### config.mk
export PLATFORM = sky130hd
export DESIGN_NAME = agnus_sprite_dma_sched
export DESIGN_NICKNAME = d
export VERILOG_FILES = /design/src/rtl/agnus_sprite_dma_sched.sv
export SDC_FILE = /design/constraint.sdc
export NUM_CORES = 1
export LEC_CHECK = 0
export CORE_MARGIN = 5
export CORE_UTILIZATION = 50
export DETAILED_ROUTE_END_ITERATION = 10
export PLACE_DENSITY = 0.78
export RECOVER_POWER = 100
export SYNTH_ARGS = -nofsm -noshare
export SYNTH_HDL_FRONTEND = slang
export SYNTH_SLANG_ARGS = --single-unit
### constraint.sdc
create_clock -name clk -period 29.4 [get_ports clk]
set_clock_uncertainty 0.15 [all_clocks]
set_input_delay 2.94 -clock clk [delete_from_list [all_inputs] [get_ports clk]]
set_output_delay 2.94 -clock clk [all_outputs]
set_load 0.1 [all_outputs]
### src/rtl/agnus_sprite_dma_sched.sv
// Sprite DMA slot scheduler: eight sprite fetch lists, one chip-bus read in flight,
// acknowledged words forwarded to the sprite shifters as POS/CTL/DATA/DATB writes.
module agnus_sprite_dma_sched #(
  parameter logic [7:0]  SLOT_BASE  = 8'h15,
  parameter logic [10:0] VSPR_START = 11'd25
) (
  input  logic        clk,
  input  logic        reset_n,
  input  logic        cck_en,
  input  logic [7:0]  cck,
  input  logic [10:0] vpos,
  input  logic        sprdma_en,
  input  logic [1:0]  fmode,
  input  logic        ptr_we,
  input  logic [2:0]  ptr_sel,
  input  logic        ptr_hi,
  input  logic [15:0] ptr_data,
  output logic        dma_req,
  output logic [19:0] dma_addr,
  input  logic        dma_ack,
  input  logic [15:0] dma_rdata,
  output logic        spr_aen,
  output logic [2:0]  spr_sel,
  output logic [1:0]  spr_reg,
  output logic [15:0] spr_data
);

  // state | meaning
  // CTL   | slot A fetches POS, slot B fetches CTL
  // WAIT  | idle until line start with vpos == vstart
  // DATA  | slot A fetches DATA, slot B fetches DATB until vpos == vstop
  // DONE  | idle until the list restarts on VSPR_START
  typedef enum logic [1:0] {ST_CTL = 2'd0, ST_WAIT, ST_DATA, ST_DONE} spr_state_t;

  localparam logic [1:0] REG_POS = 2'b00;
  localparam logic [1:0] REG_CTL = 2'b01;

  logic [1:0]  rst_pipe;
  logic        rst_sync_n;

  spr_state_t  state     [8];
  spr_state_t  state_nxt [8];
  logic [19:0] ptr       [8];
  logic [8:0]  vstart    [8];
  logic [8:0]  vstop     [8];
  logic [15:0] pos_word;

  logic        out_valid;
  logic [2:0]  out_sel;
  logic [1:0]  out_reg;

  logic [7:0]  slot_off;
  logic        slot_hit;
  logic        slot_b;
  logic [2:0]  slot_spr;
  logic        line_start;
  logic        restart;
  logic        ack_take;
  logic        ctl_ack;
  logic        fetch;
  logic [1:0]  fetch_reg;
  logic [19:0] ptr_inc;
  logic        unused_bits;

  // Assertion is immediate, release is delayed two clocks to stay clear of recovery.
  always_ff @(posedge clk or negedge reset_n) begin
    if (!reset_n) rst_pipe <= 2'b00;
    else          rst_pipe <= {rst_pipe[0], 1'b1};
  end
  assign rst_sync_n = rst_pipe[1];

  assign slot_off   = cck - SLOT_BASE;
  assign slot_hit   = cck_en && (slot_off < 8'd32) && !slot_off[0];
  assign slot_spr   = slot_off[4:2];
  assign slot_b     = slot_off[1];
  assign line_start = cck_en && (cck == 8'd0);
  assign restart    = line_start && (vpos == VSPR_START);
  assign ack_take   = out_valid && dma_ack;
  assign ctl_ack    = ack_take && (out_reg == REG_CTL);
  assign unused_bits = ptr_data[0];

  always_comb begin
    case (fmode)
      2'b00:   ptr_inc = 20'd1;
      2'b11:   ptr_inc = 20'd4;
      default: ptr_inc = 20'd2;
    endcase
  end

  always_ff @(posedge clk or negedge rst_sync_n) begin
    if (!rst_sync_n) begin
      for (int i = 0; i < 8; i++) state[i] <= ST_DONE;
    end else begin
      for (int i = 0; i < 8; i++) state[i] <= state_nxt[i];
    end
  end

  always_comb begin
    for (int i = 0; i < 8; i++) begin
      state_nxt[i] = state[i];
      if (ctl_ack && out_sel == 3'(i) && state[i] == ST_CTL)
        state_nxt[i] = (pos_word == 16'd0 && dma_rdata == 16'd0) ? ST_DONE : ST_WAIT;
      // vstop wins over vstart so a one-line sprite still terminates.
      if (restart) begin
        state_nxt[i] = ST_CTL;
      end else if (line_start) begin
        if (state[i] == ST_DATA && vpos[8:0] == vstop[i])
          state_nxt[i] = ST_CTL;
        else if (state[i] == ST_WAIT && vpos[8:0] == vstart[i])
          state_nxt[i] = ST_DATA;
      end
    end
  end

  always_comb begin
    fetch     = 1'b0;
    fetch_reg = REG_POS;
    if (slot_hit && sprdma_en) begin
      if (state[slot_spr] == ST_CTL) begin
        fetch     = 1'b1;
        fetch_reg = {1'b0, slot_b};
      end else if (state[slot_spr] == ST_DATA) begin
        fetch     = 1'b1;
        fetch_reg = {1'b1, slot_b};
      end
    end
  end

  always_ff @(posedge clk or negedge rst_sync_n) begin
    if (!rst_sync_n) begin
      dma_req   <= 1'b0;
      dma_addr  <= '0;
      out_valid <= 1'b0;
      out_sel   <= '0;
      out_reg   <= '0;
      spr_aen   <= 1'b0;
      spr_sel   <= '0;
      spr_reg   <= '0;
      spr_data  <= '0;
      pos_word  <= '0;
      for (int i = 0; i < 8; i++) begin
        ptr[i]    <= '0;
        vstart[i] <= '0;
        vstop[i]  <= '0;
      end
    end else begin
      dma_req <= fetch;
      spr_aen <= ack_take;
      // Any slot retires an unanswered fetch; a new fetch simply replaces it.
      if (fetch) begin
        dma_addr  <= ptr[slot_spr];
        out_valid <= 1'b1;
        out_sel   <= slot_spr;
        out_reg   <= fetch_reg;
      end else if (ack_take || slot_hit) begin
        out_valid <= 1'b0;
      end
      if (ack_take) begin
        spr_sel  <= out_sel;
        spr_reg  <= out_reg;
        spr_data <= dma_rdata;
        if (out_reg == REG_POS) pos_word <= dma_rdata;
      end
      for (int i = 0; i < 8; i++) begin
        // PTH holds word-address bits 19:15, PTL bits 14:0 (byte bit 0 dropped).
        if (ptr_we && ptr_sel == 3'(i)) begin
          if (ptr_hi) ptr[i][19:15] <= ptr_data[4:0];
          else        ptr[i][14:0]  <= ptr_data[15:1];
        end else if (fetch && slot_spr == 3'(i)) begin
          ptr[i] <= ptr[i] + ptr_inc;
        end
        if (ctl_ack && out_sel == 3'(i) && state[i] == ST_CTL) begin
          vstart[i] <= {dma_rdata[2], pos_word[15:8]};
          vstop[i]  <= {dma_rdata[1], dma_rdata[15:8]};
        end
      end
    end
  end

endmodule

==> summary.md <==
| Metric | Value |
|---|---|
| Tightest Hold Check Type | flop to flop |
| Synth warn | 0 |
| Initial antenna violation count | 3 |
| Fin crit period | 13.09 ns |
| Min-Delay Path Depth | 0 |
| Vias per cell | 6.761 |
| Final Non-Filler Cells | 3027 |
| Seq/Total Area, Yosys | 42.12% |
| R2R depth | 2 |
| Simple-Gate Fraction of Synth Area | 13.92% |
| Largest Register | ptr |
| CTS max path bufs | 3 |
| DRC violations left | 0 |
| Comb power frac | 26.4% |
| Filler cells | 3874 |
| Port buffer count | 105 |
| DR vias | 20470 |
| Root Driver | clkbuf_16 |
| WP data required | 28.94 ns |
| CTS tree | built |
| Violated checks | max-capacitance violations, max-slew violations |
| Placeable Area | 0.04548 mm² |
| Max_cap viols | 10 |
| Vias in the first global route | 19820 |
| Multi-input gate area in the final layout | 0.01221 mm² |
| 1st-iter DRT viols | 2835 |
| Gr ovfl total | 0 |
| Status | finished, violations left |
| GR Util All Layers | 29.44% |
| Post-synth top area share | 40.30% |
| First-pass GRT wire length | 117800 µm |
| Post-Synth XOR/XNOR Area | 5.887% |
| Clock buffer count from CTS | 44 |
| Power Dens Cells | 66.69 mW/mm² |
| Register area | 0.009704 mm² |
| Pin count of the biggest net entering global routing | 165 |
| Routed Antenna Nets | 0 |
| Ys async rst share | 100.0% |
| Leak | 11.15 nW |
| Sw Share | 36.49% |
| Wirelength per Cell | 25.24 µm |
| Worst-Skew Late Latency | 0.59 ns |
| RSZ-0062 raised after global routing | no |
| DP HPWL | 51120 µm |
| Top flop regs | ptr (160), vstart (72), vstop (72) |
| Layout cells sized above 1 | 13.12% |
| Row count | 78 |
| Clock share of power | 33.3% |
| Mapped Cells | 2402 |
| Setup TNS | 0 ns |
| FMAX | 76.40 MHz |
| Leading area contributor after synthesis | dfrtp_1 |
| Final period utilization | 44.52% |
| Leading post-synthesis cells by cell area | dfrtp_1 (40%), mux2_2 (9.4%), a21oi_1 (6.0%) |
| Htree depth | 2 |
| I/O pin total | 106 |
| Drt first pass iters | 7 |
| Final hold violation count | 0 |
| Least-Margin Pin Slew | 9.023 ns |
| Cell Area, Synth | 0.02304 mm² |
| Worst-path clk slew | 0.06 ns |
| Largest family of logic cells by synthesized area | compound AO/OA/AOI/OAI gates |
| Placer Congestion | 0.9929 |
| CP Max Fanout | 164 |
| Slew Limit Fails | 547 |
| Syn_nets | 2500 |
| Min Hold Slack | 0.2042 ns |
| Die height | 224.7 µm |
| Post-synth EDFFs | 0 |
| Max transition margin | -501.5% |
| CP Capture Type | asynchronous set/reset pin |
| CP Data Arrival Time | 12.63 ns |
| Pint | 1.088 mW |
| Psw | 0.6253 mW |
| Layout overhead on the synthesized area | 11.53% |
| Synth cell types | 89 |
| Die W | 224.7 µm |
| Sinks on Clock Net | 387 |
| Seq cells post-synth | 387 |
| Fin nets | 2492 |
| VDD IR-drop max | 0.06493 mV |
| Mux contribution to synthesized area | 10.75% |
| Post-synthesis compound-gate area fraction | 20.53% |
| Endpoints failing setup | 0 |
| CTS resizes | 0 |
| Setup bufs post-CTS | 0 |
| Hold_buf cts | 0 |
| Starting Density | 50.66% |
| Synth Area in Adders | 2.161% |
| Die area | 0.05047 mm² |
| Syn_area_per_cell | 9.592 µm² |
| Critical path type | flop to asynchronous set/reset pin |
| Total power | 1.714 mW |
| Startpoint Class | flop |
| Final WL | 76400 µm |
| Dominant synthesized flop cell | dfrtp_1 |
| Max reg flops | 160 |
| Inst Count DP | 2948 |
| Reg power frac | 40.4% |
[cell families after synthesis]
kind of cell / Yosys count
AO/OA/AOI/OAI: 712
AND/OR/NAND/NOR: 631
flip-flops: 387
buffers and inverters: 261
multiplexers: 221
XOR/XNOR: 154
adder cells (fa/ha/maj): 35
other: 1
[through the flow]
step / util, % / setup WS (ns) / area [µm²]
floorplan: - / 17.69 / 23040
global placement: 53.65 / 22.47 / 24400
detailed placement: 53.65 / 22.36 / 24400
CTS: 56.93 / 22.98 / 25890
global route: 56.50 / 13.80 / 25690
finish: 56.50 / 16.31 / 25700
[layout make-up]
cell class                      instances  area share, %
Multi-Input combinational cell       1754          47.53
Clock inverter                          9         0.8229
Inverter                               65         0.9495
Tap cell                              600          2.921
Timing Repair Buffer                  142          4.981
Sequential cell                       387          37.76
Clock buffer                           66          4.996
Antenna cell                            4        0.03895
[cell usage after synthesis (all sizes together), types with 7 or more instances]
cell,n
dfrtp,371
a21oi,278
mux2,192
nand2,176
nor2,135
clkbuf,130
xnor2,77
xor2,77
buf,66
inv,65
o21ai,65
a31oi,60
nand3,59
o22a,59
o22ai,52
nand4,50
nor4,41
a221o,39
and3,34
nor3,30
ha,27
mux2i,27
o2bb2a,23
and2,20
dfstp,16
nand2b,16
a22oi,15
a41oi,14
o31ai,14
a2bb2oi,13
nor2b,13
o211ai,13
a21o,11
nand4b,11
nor3b,11
or2,11
fa,8
and4,7
o221ai,7
[power groups by stage]
stage	registers [mW]	logic (mW)	clock network, mW
after floorplan	0.789	0.214	0
after CTS	0.687	0.456	0.576
after detailed placement	0.696	0.453	0
final	0.692	0.452	0.570
after global routing	0.697	0.482	0.596
after global placement	0.692	0.443	0
[metal layers]
layer	part of all wire (%)	routed length, µm	global-route usage (%)
met1	40	30320	40.47
met2	44	33640	44.32
met3	11	8325	6.735
met4	5.4	4121	14.06
met5	0	0	0
[placed cells by master (no fill, tap or decap), drive strengths merged, types with 20 or more instances in the layout]
cell / n
xnor2: 77
nor2: 135
o22a: 59
a221o: 39
nand4: 50
clkbuf: 79
nand3: 59
clkdlybuf4s50: 58
mux2i: 27
xor2: 77
dfrtp: 371
o2bb2a: 23
nand2: 176
o21ai: 65
mux2: 192
inv: 65
and2: 20
nor3: 30
and3: 34
a21oi: 278
dlygate4sd3: 47
o22ai: 52
nor4: 41
ha: 27
a31oi: 60
buf: 24
[final timing paths]
| check | from | end | slack [ns] |
|---|---|---|---|
| setup / recovery | rst_pipe[1] | ptr[3] | 16.31 |
| hold / removal | rst_pipe[0] | rst_pipe[1] | 0.20 |
| setup reg to reg | rst_pipe[1] | ptr[3] | 16.31 |
| hold reg to reg | rst_pipe[0] | rst_pipe[1] | 0.20 |
| max in group clk | cck[0] | ptr[83] | 20.90 |
| min in group asynchronous | rst_pipe[1] | ptr[73] | 0.92 |
[worst max-delay path: stages, from the launching register on]
cell and delay (ns):
dfrtp_1 2.04, clkbuf_1 6.37, clkbuf_1 3.36
(Power assumes the default switching activity.)
